`src/rtl/pwm_pkg.sv`:
```
// pwm_pkg: shared definitions for the PWM generator.
//   PWM_WIDTH   - default width of the period/duty counters and config fields
//   pwm_state_e - controller state (IDLE, RUN)
package pwm_pkg;

  localparam int unsigned PWM_WIDTH = 8;

  typedef enum logic {
    IDLE = 1'b0,
    RUN  = 1'b1
  } pwm_state_e;

endpackage

```
`src/rtl/pwm_generator_edge_detect.sv`:
```
// edge_detect: single-clock rising-edge detector for a level synchronous to clk.
//   clk  - system clock
//   rst  - asynchronous active-low reset
//   in   - level input (divided clock)
//   rise - high for the one clk where in is high and its registered copy is low
// The registered copy resets to 1 so that an input already high when reset
// releases does not count as an edge.
module edge_detect (
  input  logic clk,
  input  logic rst,
  input  logic in,
  output logic rise
);

  logic r_in_d;

  always_ff @(posedge clk or negedge rst) begin
    if (!rst) begin
      r_in_d <= 1'b1;
    end else begin
      r_in_d <= in;
    end
  end

  assign rise = in & ~r_in_d;

endmodule

```
`src/rtl/pwm_generator.sv`:
```
// pwm_generator: PWM waveform generator stepped by a divided clock.
//   clk         - system clock, all state changes on its rising edge
//   rst         - asynchronous active-low reset
//   tick_in     - divided clock; each rising edge is one PWM step
//   enable      - high runs the PWM, low idles it
//   cfg_valid   - new period/duty offered
//   cfg_ready   - a configuration can be accepted (no config pending)
//   cfg_period  - period length minus one, in steps
//   cfg_duty    - high time, in steps
//   pwm_out     - PWM waveform, straight from a flop
//   period_done - one-clk pulse at each period wrap
module pwm_generator
  import pwm_pkg::*;
#(
  parameter int unsigned WIDTH = PWM_WIDTH
) (
  input  logic             clk,
  input  logic             rst,
  input  logic             tick_in,
  input  logic             enable,
  input  logic             cfg_valid,
  output logic             cfg_ready,
  input  logic [WIDTH-1:0] cfg_period,
  input  logic [WIDTH-1:0] cfg_duty,
  output logic             pwm_out,
  output logic             period_done
);

  logic             w_step;
  logic             w_xfer;
  logic             w_wrap;
  logic             w_apply;

  pwm_state_e       r_state;
  pwm_state_e       w_state_next;
  logic [WIDTH-1:0] r_cnt;
  logic [WIDTH-1:0] w_cnt_next;
  logic [WIDTH-1:0] r_period_act;
  logic [WIDTH-1:0] w_period_next;
  logic [WIDTH-1:0] r_duty_act;
  logic [WIDTH-1:0] w_duty_next;
  logic [WIDTH-1:0] r_sh_period;
  logic [WIDTH-1:0] r_sh_duty;
  logic             r_pending;
  logic             w_pending_next;
  logic             r_pwm;
  logic             w_pwm_next;
  logic             r_done;
  logic             w_done_next;

  edge_detect u_edge_detect (
    .clk  (clk),
    .rst  (rst),
    .in   (tick_in),
    .rise (w_step)
  );

  assign cfg_ready   = ~r_pending;
  assign w_xfer      = cfg_valid & ~r_pending;
  assign pwm_out     = r_pwm;
  assign period_done = r_done;

  always_comb begin
    w_state_next   = r_state;
    w_cnt_next     = r_cnt;
    w_period_next  = r_period_act;
    w_duty_next    = r_duty_act;
    w_pending_next = r_pending;
    w_wrap         = 1'b0;
    w_apply        = 1'b0;

    unique case (r_state)
      IDLE: begin
        // Steps are ignored here; a pending config is taken on the next clk.
        w_cnt_next = '0;
        w_apply    = r_pending;
        if (enable) begin
          w_state_next = RUN;
        end
      end
      RUN: begin
        // Dropping enable takes priority over a coincident step, so an
        // aborted period never produces a period_done pulse.
        if (!enable) begin
          w_state_next = IDLE;
          w_cnt_next   = '0;
        end else if (w_step) begin
          if (r_cnt == r_period_act) begin
            w_wrap     = 1'b1;
            w_cnt_next = '0;
            w_apply    = r_pending;
          end else begin
            w_cnt_next = r_cnt + WIDTH'(1);
          end
        end
      end
      default: begin
        w_state_next = IDLE;
        w_cnt_next   = '0;
      end
    endcase

    // Apply needs pending set and transfer needs it clear, so both never
    // happen in the same clk; a transfer on a wrap clk waits for the next wrap.
    if (w_apply) begin
      w_period_next  = r_sh_period;
      w_duty_next    = r_sh_duty;
      w_pending_next = 1'b0;
    end
    if (w_xfer) begin
      w_pending_next = 1'b1;
    end

    w_done_next = w_wrap;
    // Compare against the post-edge count and duty so the waveform follows
    // a newly applied config on the very wrap that loads it.
    w_pwm_next  = (w_state_next == RUN) && (w_cnt_next < w_duty_next);
  end

  always_ff @(posedge clk or negedge rst) begin
    if (!rst) begin
      r_state      <= IDLE;
      r_cnt        <= '0;
      r_period_act <= '1;
      r_duty_act   <= '0;
      r_sh_period  <= '0;
      r_sh_duty    <= '0;
      r_pending    <= 1'b0;
      r_pwm        <= 1'b0;
      r_done       <= 1'b0;
    end else begin
      r_state      <= w_state_next;
      r_cnt        <= w_cnt_next;
      r_period_act <= w_period_next;
      r_duty_act   <= w_duty_next;
      r_pending    <= w_pending_next;
      r_pwm        <= w_pwm_next;
      r_done       <= w_done_next;
      if (w_xfer) begin
        r_sh_period <= cfg_period;
        r_sh_duty   <= cfg_duty;
      end
    end
  end

endmodule
```
`config.mk`:
```
export PLATFORM = sky130hd
export DESIGN_NAME = pwm_generator
export DESIGN_NICKNAME = d
export VERILOG_FILES = /design/src/rtl/pwm_pkg.sv /design/src/rtl/pwm_generator_edge_detect.sv /design/src/rtl/pwm_generator.sv
export SDC_FILE = /design/constraint.sdc
export NUM_CORES = 1
export LEC_CHECK = 0
export ABC_CLOCK_PERIOD_IN_PS = 5800
export CAP_MARGIN = 25
export CORE_MARGIN = 4
export CORE_UTILIZATION = 59
export CTS_CLUSTER_DIAMETER = 100
export DETAILED_ROUTE_END_ITERATION = 8
export PLACE_DENSITY = 0.95
export SKIP_CTS_REPAIR_TIMING = 1
export SLEW_MARGIN = 15
export SYNTH_ARGS = -nofsm -noshare
export SYNTH_HDL_FRONTEND = slang
export SYNTH_HIERARCHICAL = 1
export SYNTH_SLANG_ARGS = --single-unit
```
`constraint.sdc`:
```
create_clock -name clk -period 5.8 [get_ports clk]
set_clock_uncertainty 0.1 [all_clocks]
set_input_delay 0.87 -clock clk [delete_from_list [all_inputs] [get_ports clk]]
set_output_delay 0.87 -clock clk [all_outputs]
set_load 0.02 [all_outputs]
```
# == Yosys cells after proc, flatten, opt, wreduce, memory -nomap -nowiden ==
# Cells that the tools add are included.
# word_totals
wordCells,36
output_inout_bits,3
regBits,45
# classes
mux,16
n_reduce_logical,2
bitwise_logic,5
eq_ne,1
magnitude_cmp,1
n_addsub,1
# ops
op,n
8-bit two-way mux,4
8-bit one-hot mux with 2 select lines,1
1-bit two-way mux,10
8-bit by 1-bit adder with 8-bit output (second input constant),1
8-bit equality test,1
8-bit < comparator,1
1-bit inverter,3
1-bit AND,2
1-bit one-hot mux with 2 select lines,1
2-bit nonzero test,1
1-bit logical AND,1

# == Longest topological paths before layout ==
# logic_depth
word_depth,8
depth_mapped,12
depth_no_buf,11

# == Cells and area by module ==
# Netlist, hierarchy kept.
# modules_own_cells
module,area_per_inst_um2,seq_area_each_um2,instances,cells_each
pwm_generator,2055.7,1111.1,1,155
edge_detect,40.0,26.3,1,2

# == Worst setup path after synthesis ==
# No wires, ideal clock.
# synth_timing
path_type,in2reg
startpoint,input tick_in
endpoint,"register r_pwm, in the netlist pwm_out"
slack_ps,2667
required_ps,5634
path_stages,11
setup_time_ps,66
arrival_time_ps,2967
cell_sequence,nor2b_4 -> clkbuf_1 -> and3_1 -> a41oi_4 -> buf_6 -> mux2i_1 -> ha_1 -> and3_1 -> a21oi_1 -> o211a_1 -> a22o_1
# synth_via
elab_chain_cells,7
word_cells_on_any_way,10
classes_between,order compare (1); mux (7); bitwise (1); reduce/logical (1)
# synth_rtl
item,line_no,text
from (decl),pwm_generator.sv:19,"input logic tick_in,"
1-bit AND *,pwm_generator_edge_detect.sv:25,assign rise = in & ~r_in_d;
1-bit two-way mux,pwm_generator.sv:87,end else if (w_step) begin
1-bit two-way mux,pwm_generator.sv:84,if (!enable) begin
1-bit one-hot mux with 2 select lines,pwm_generator.sv:72,unique case (r_state)
8-bit two-way mux,pwm_generator.sv:105,if (w_apply) begin
8-bit < comparator *,pwm_generator.sv:117,w_pwm_next = (w_state_next == RUN) && (w_cnt_next < w_duty_next);
1-bit logical AND *,pwm_generator.sv:117,
named net w_pwm_next,pwm_generator.sv:47,logic w_pwm_next;
to (signal assigned),pwm_generator.sv:137,r_pwm <= w_pwm_next;
to (decl),pwm_generator.sv:46,logic r_pwm;
# Mark *: on every way through the listed nets, which the timed path passes. The rest lies on a longest branch.
# A chain may end at the register's enable or synchronous reset.

# == Final worst setup path ==
# layout_timing
startpoint,input tick_in
endpoint,"register r_pwm, in the netlist pwm_out"
# layout_via
elab_chain_cells,7
word_cells_on_any_way,10
classes_between,order compare (1); mux (7); bitwise (1); reduce/logical (1)
# layout_rtl
item,line_no,text
1-bit AND *,pwm_generator_edge_detect.sv:25,
named net w_step,pwm_generator.sv:29,logic w_step;
1-bit two-way mux,pwm_generator.sv:87,
1-bit two-way mux,pwm_generator.sv:84,
1-bit one-hot mux with 2 select lines,pwm_generator.sv:72,
8-bit two-way mux,pwm_generator.sv:105,
8-bit < comparator *,pwm_generator.sv:117,
1-bit logical AND *,pwm_generator.sv:117,
named net w_pwm_next,pwm_generator.sv:47,
# Marked as above.

==> impl_metrics.env <==
export IMPL_hold_viol_final=0
export IMPL_cts_clk_slew_worst_paths_ps=130
export IMPL_critPathSlowestCell="a41oi_4"
export IMPL_async_flop_share=1.000
export IMPL_p_clk_frac=0.229
export IMPL_die_w_um=67.60
export IMPL_layout_drive_gt1_share=0.2703
export IMPL_synth_seq_cells=45
export IMPL_synth_nets=186
export IMPL_r2r_slack_ps=2740
export IMPL_synth_top_area_share=0.4299
export IMPL_powerDensity_nw_per_um2=358.1
export IMPL_timing_rr_start="r_period_act[5]"
export IMPL_antenna_cells=0
export IMPL_p_int_mw=0.6325
export IMPL_synth_edff_count=0
export IMPL_place_gp_congestion=0.8799
export IMPL_cp_required_ps=6030
export IMPL_grt_use_total=0.1988
export IMPL_vias=1295
export IMPL_synth_common_cells="dfrtp_1, mux2_2, nor2_1"
export IMPL_clockBufferDepth=2
export IMPL_synth_most_common_cell="dfrtp_1"
export IMPL_p_comb_frac=0.253
export IMPL_setup_tns_ps=0
export IMPL_nNetsFinal=213
export IMPL_start_kind="input port"
export IMPL_ys_flop_type="dfrtp_1"
export IMPL_worstPathMaxFanout=16
export IMPL_wirelength_um=3870
export IMPL_setup_viol=0
export IMPL_grt_pass1_vias=1354
export IMPL_hp_class="input port to asynchronous set/reset pin"
export IMPL_status="finished, final reports clean"
export IMPL_viasPerCell=5.606
export IMPL_placed_cells=222
export IMPL_grt_overflow_total=0
export IMPL_area_delta_synth_final_pct=17.19
export IMPL_end_kind="flip-flop"
export IMPL_grt_pass1_wl_um=6472
export IMPL_die_area_um2=4570
export IMPL_final_cells=231
export IMPL_period_minus_slack_ps=3481
export IMPL_ir_drop_mv=0.2495
export IMPL_wl_per_cell_um=16.75
export IMPL_cpPeakStageDelay_ps=660
export IMPL_yosys_area_top_type="dfrtp_1"
export IMPL_grt_max_degree=46
export IMPL_fin_crit_sh=0.6001
export IMPL_path_class="input port to flip-flop"
export IMPL_arrival_ps=3710
export IMPL_start_util=0.6183
export IMPL_synth_area_leaders="dfrtp_1, mux2_2, dfstp_2, ha_1, mux2i_1"
export IMPL_antenna_left=0
export IMPL_p_leak_nw=1.098
export IMPL_num_rows=21
export IMPL_synth_seq_area_share=0.5427
export IMPL_firstDrtPassIters=4
export IMPL_avgSynthCellArea_um2=13.35
export IMPL_clock_latency_ps=380
export IMPL_synthCells=157
export IMPL_die_y_um=67.60
export IMPL_path_cells="clkdlybuf4s50_1 > nor2b_4 > and3_1 > a41oi_4 > mux2i_1 > ha_1 > nand3_1 > nand4b_1 > a21oi_1 > o211a_1 > a22o_1"
export IMPL_max_freq_mhz=287.3
export IMPL_remaining_drc_errors=0
export IMPL_cp_startpoint="tick_in"
export IMPL_rsz0062_at_grt="false"
export IMPL_seq_power_share=0.518
export IMPL_tightestPinTransition_ps=739.6
export IMPL_portBuffers=23
export IMPL_dp_hpwl_um=2881
export IMPL_drt_iter0_drc=58
export IMPL_final_max_slew_violation_count=0
export IMPL_core_area_um2=3390
export IMPL_cts_root_buf="clkbuf_4"
export IMPL_switching_share=0.2809
export IMPL_antenna_found_initial=0
export IMPL_cts_tree="done"
export IMPL_synth_cell_types=34
export IMPL_cts_htree_levels=2
export IMPL_clkSinkCount=45
export IMPL_io_pins=24
export IMPL_p_sw_mw=0.2471
export IMPL_reg2regPathDepth=10
export IMPL_yosys_warnings=6
export IMPL_relSlewSlack=0.5054
export IMPL_cts_buffers=5
export IMPL_fin_util=0.7246
export IMPL_r2r_end="pwm_out"
export IMPL_max_cap_viol_count=0
export IMPL_syn_area_um2=2096
cell usage in the layout (no fill, tap or decap), types with 2 or more instances in the layout:
cell type	netlist	final
a21oi_1	2	2
and3_1	4	4
clkbuf_4	0	5
clkdlybuf4s50_1	0	22
dfrtp_1	36	36
dfstp_2	9	9
ha_1	8	8
inv_1	8	8
mux2_2	24	24
mux2i_1	8	8
nand2_1	6	6
nand3_1	3	3
nand4_1	4	4
nor2_1	10	10
xnor2_1	9	9
xor2_1	4	4
per-stage QoR:
step | hold slack, ps | power (mW) | setup WS (ps) | instance area (µm²)
after floorplan | 356.5 | 0.6083 | 2667 | 2096
after global placement | 368.0 | 0.6576 | 2054 | 2351
after detailed placement | 387.3 | 0.6848 | 1915 | 2351
after CTS | 416.0 | 0.8843 | 2300 | 2436
after global routing | 223.3 | 0.9285 | 2158 | 2456
final | 221.3 | 0.8796 | 2319 | 2456
logic make-up after synthesis:
group,count (synthesis),synth area share
multiplexers,33,0.1743
adder cells (fa/ha/maj),8,0.04776
buffers and inverters,13,0.03104
AO/OA/AOI/OAI,11,0.05732
AND/OR/NAND/NOR,33,0.08478
XOR/XNOR,14,0.06209
flip-flops,45,0.5427
state kept, by name, indices dropped and copies added, names as in the netlist:
register / flops
r_sh_duty: 8
r_sh_period: 8
u_edge_detect/r_in_d: 1
r_pending: 1
pwm_out: 1
period_done: 1
r_period_act: 8
r_duty_act: 8
r_state: 1
r_cnt: 8
per-layer routing:
metal	vias to the layer above	GRT usage	routed length, µm
li1	601	-	-
met1	654	0.2386	1626
met2	33	0.3269	1933
met3	7	0.05324	196
met4	0	0.1013	114
met5	-	0	0
layout make-up:
type                    instances  area, µm²
flip-flops and latches         45       1137
fillers                       205      933.4
multi-input cells              99      893.4
repair buffers                 25      252.7
well taps                      46      57.56
clock buffers                   7      55.05
clock inverters                 1      30.03
inverters                       8      30.03
power groups by stage:
stage	sequential (mW)	combinational, mW	clock, mW
finish	0.455	0.223	0.202
global route	0.465	0.246	0.217
CTS	0.456	0.223	0.205
detailed placement	0.463	0.222	0
global placement	0.456	0.201	0
floorplan	0.448	0.161	0
critical path, delay by kind of cell:
| kind | cells | cell delay, ps |
|---|---|---|
| simple gates | 4 | 620 |
| mux | 1 | 320 |
| buf+inv | 1 | 430 |
| compound gates | 4 | 1150 |
| fa+ha+maj | 1 | 300 |
worst max-delay path by stage:
stage / slack [ps] / endpoint
finish: 2320 / pwm_out
global route: 2160 / pwm_out
CTS: 2300 / pwm_out
detailed placement: 1920 / pwm_out
global placement: 2050 / pwm_out
floorplan: 2670 / pwm_out
Note: power is estimated with default switching activity, not from simulation.
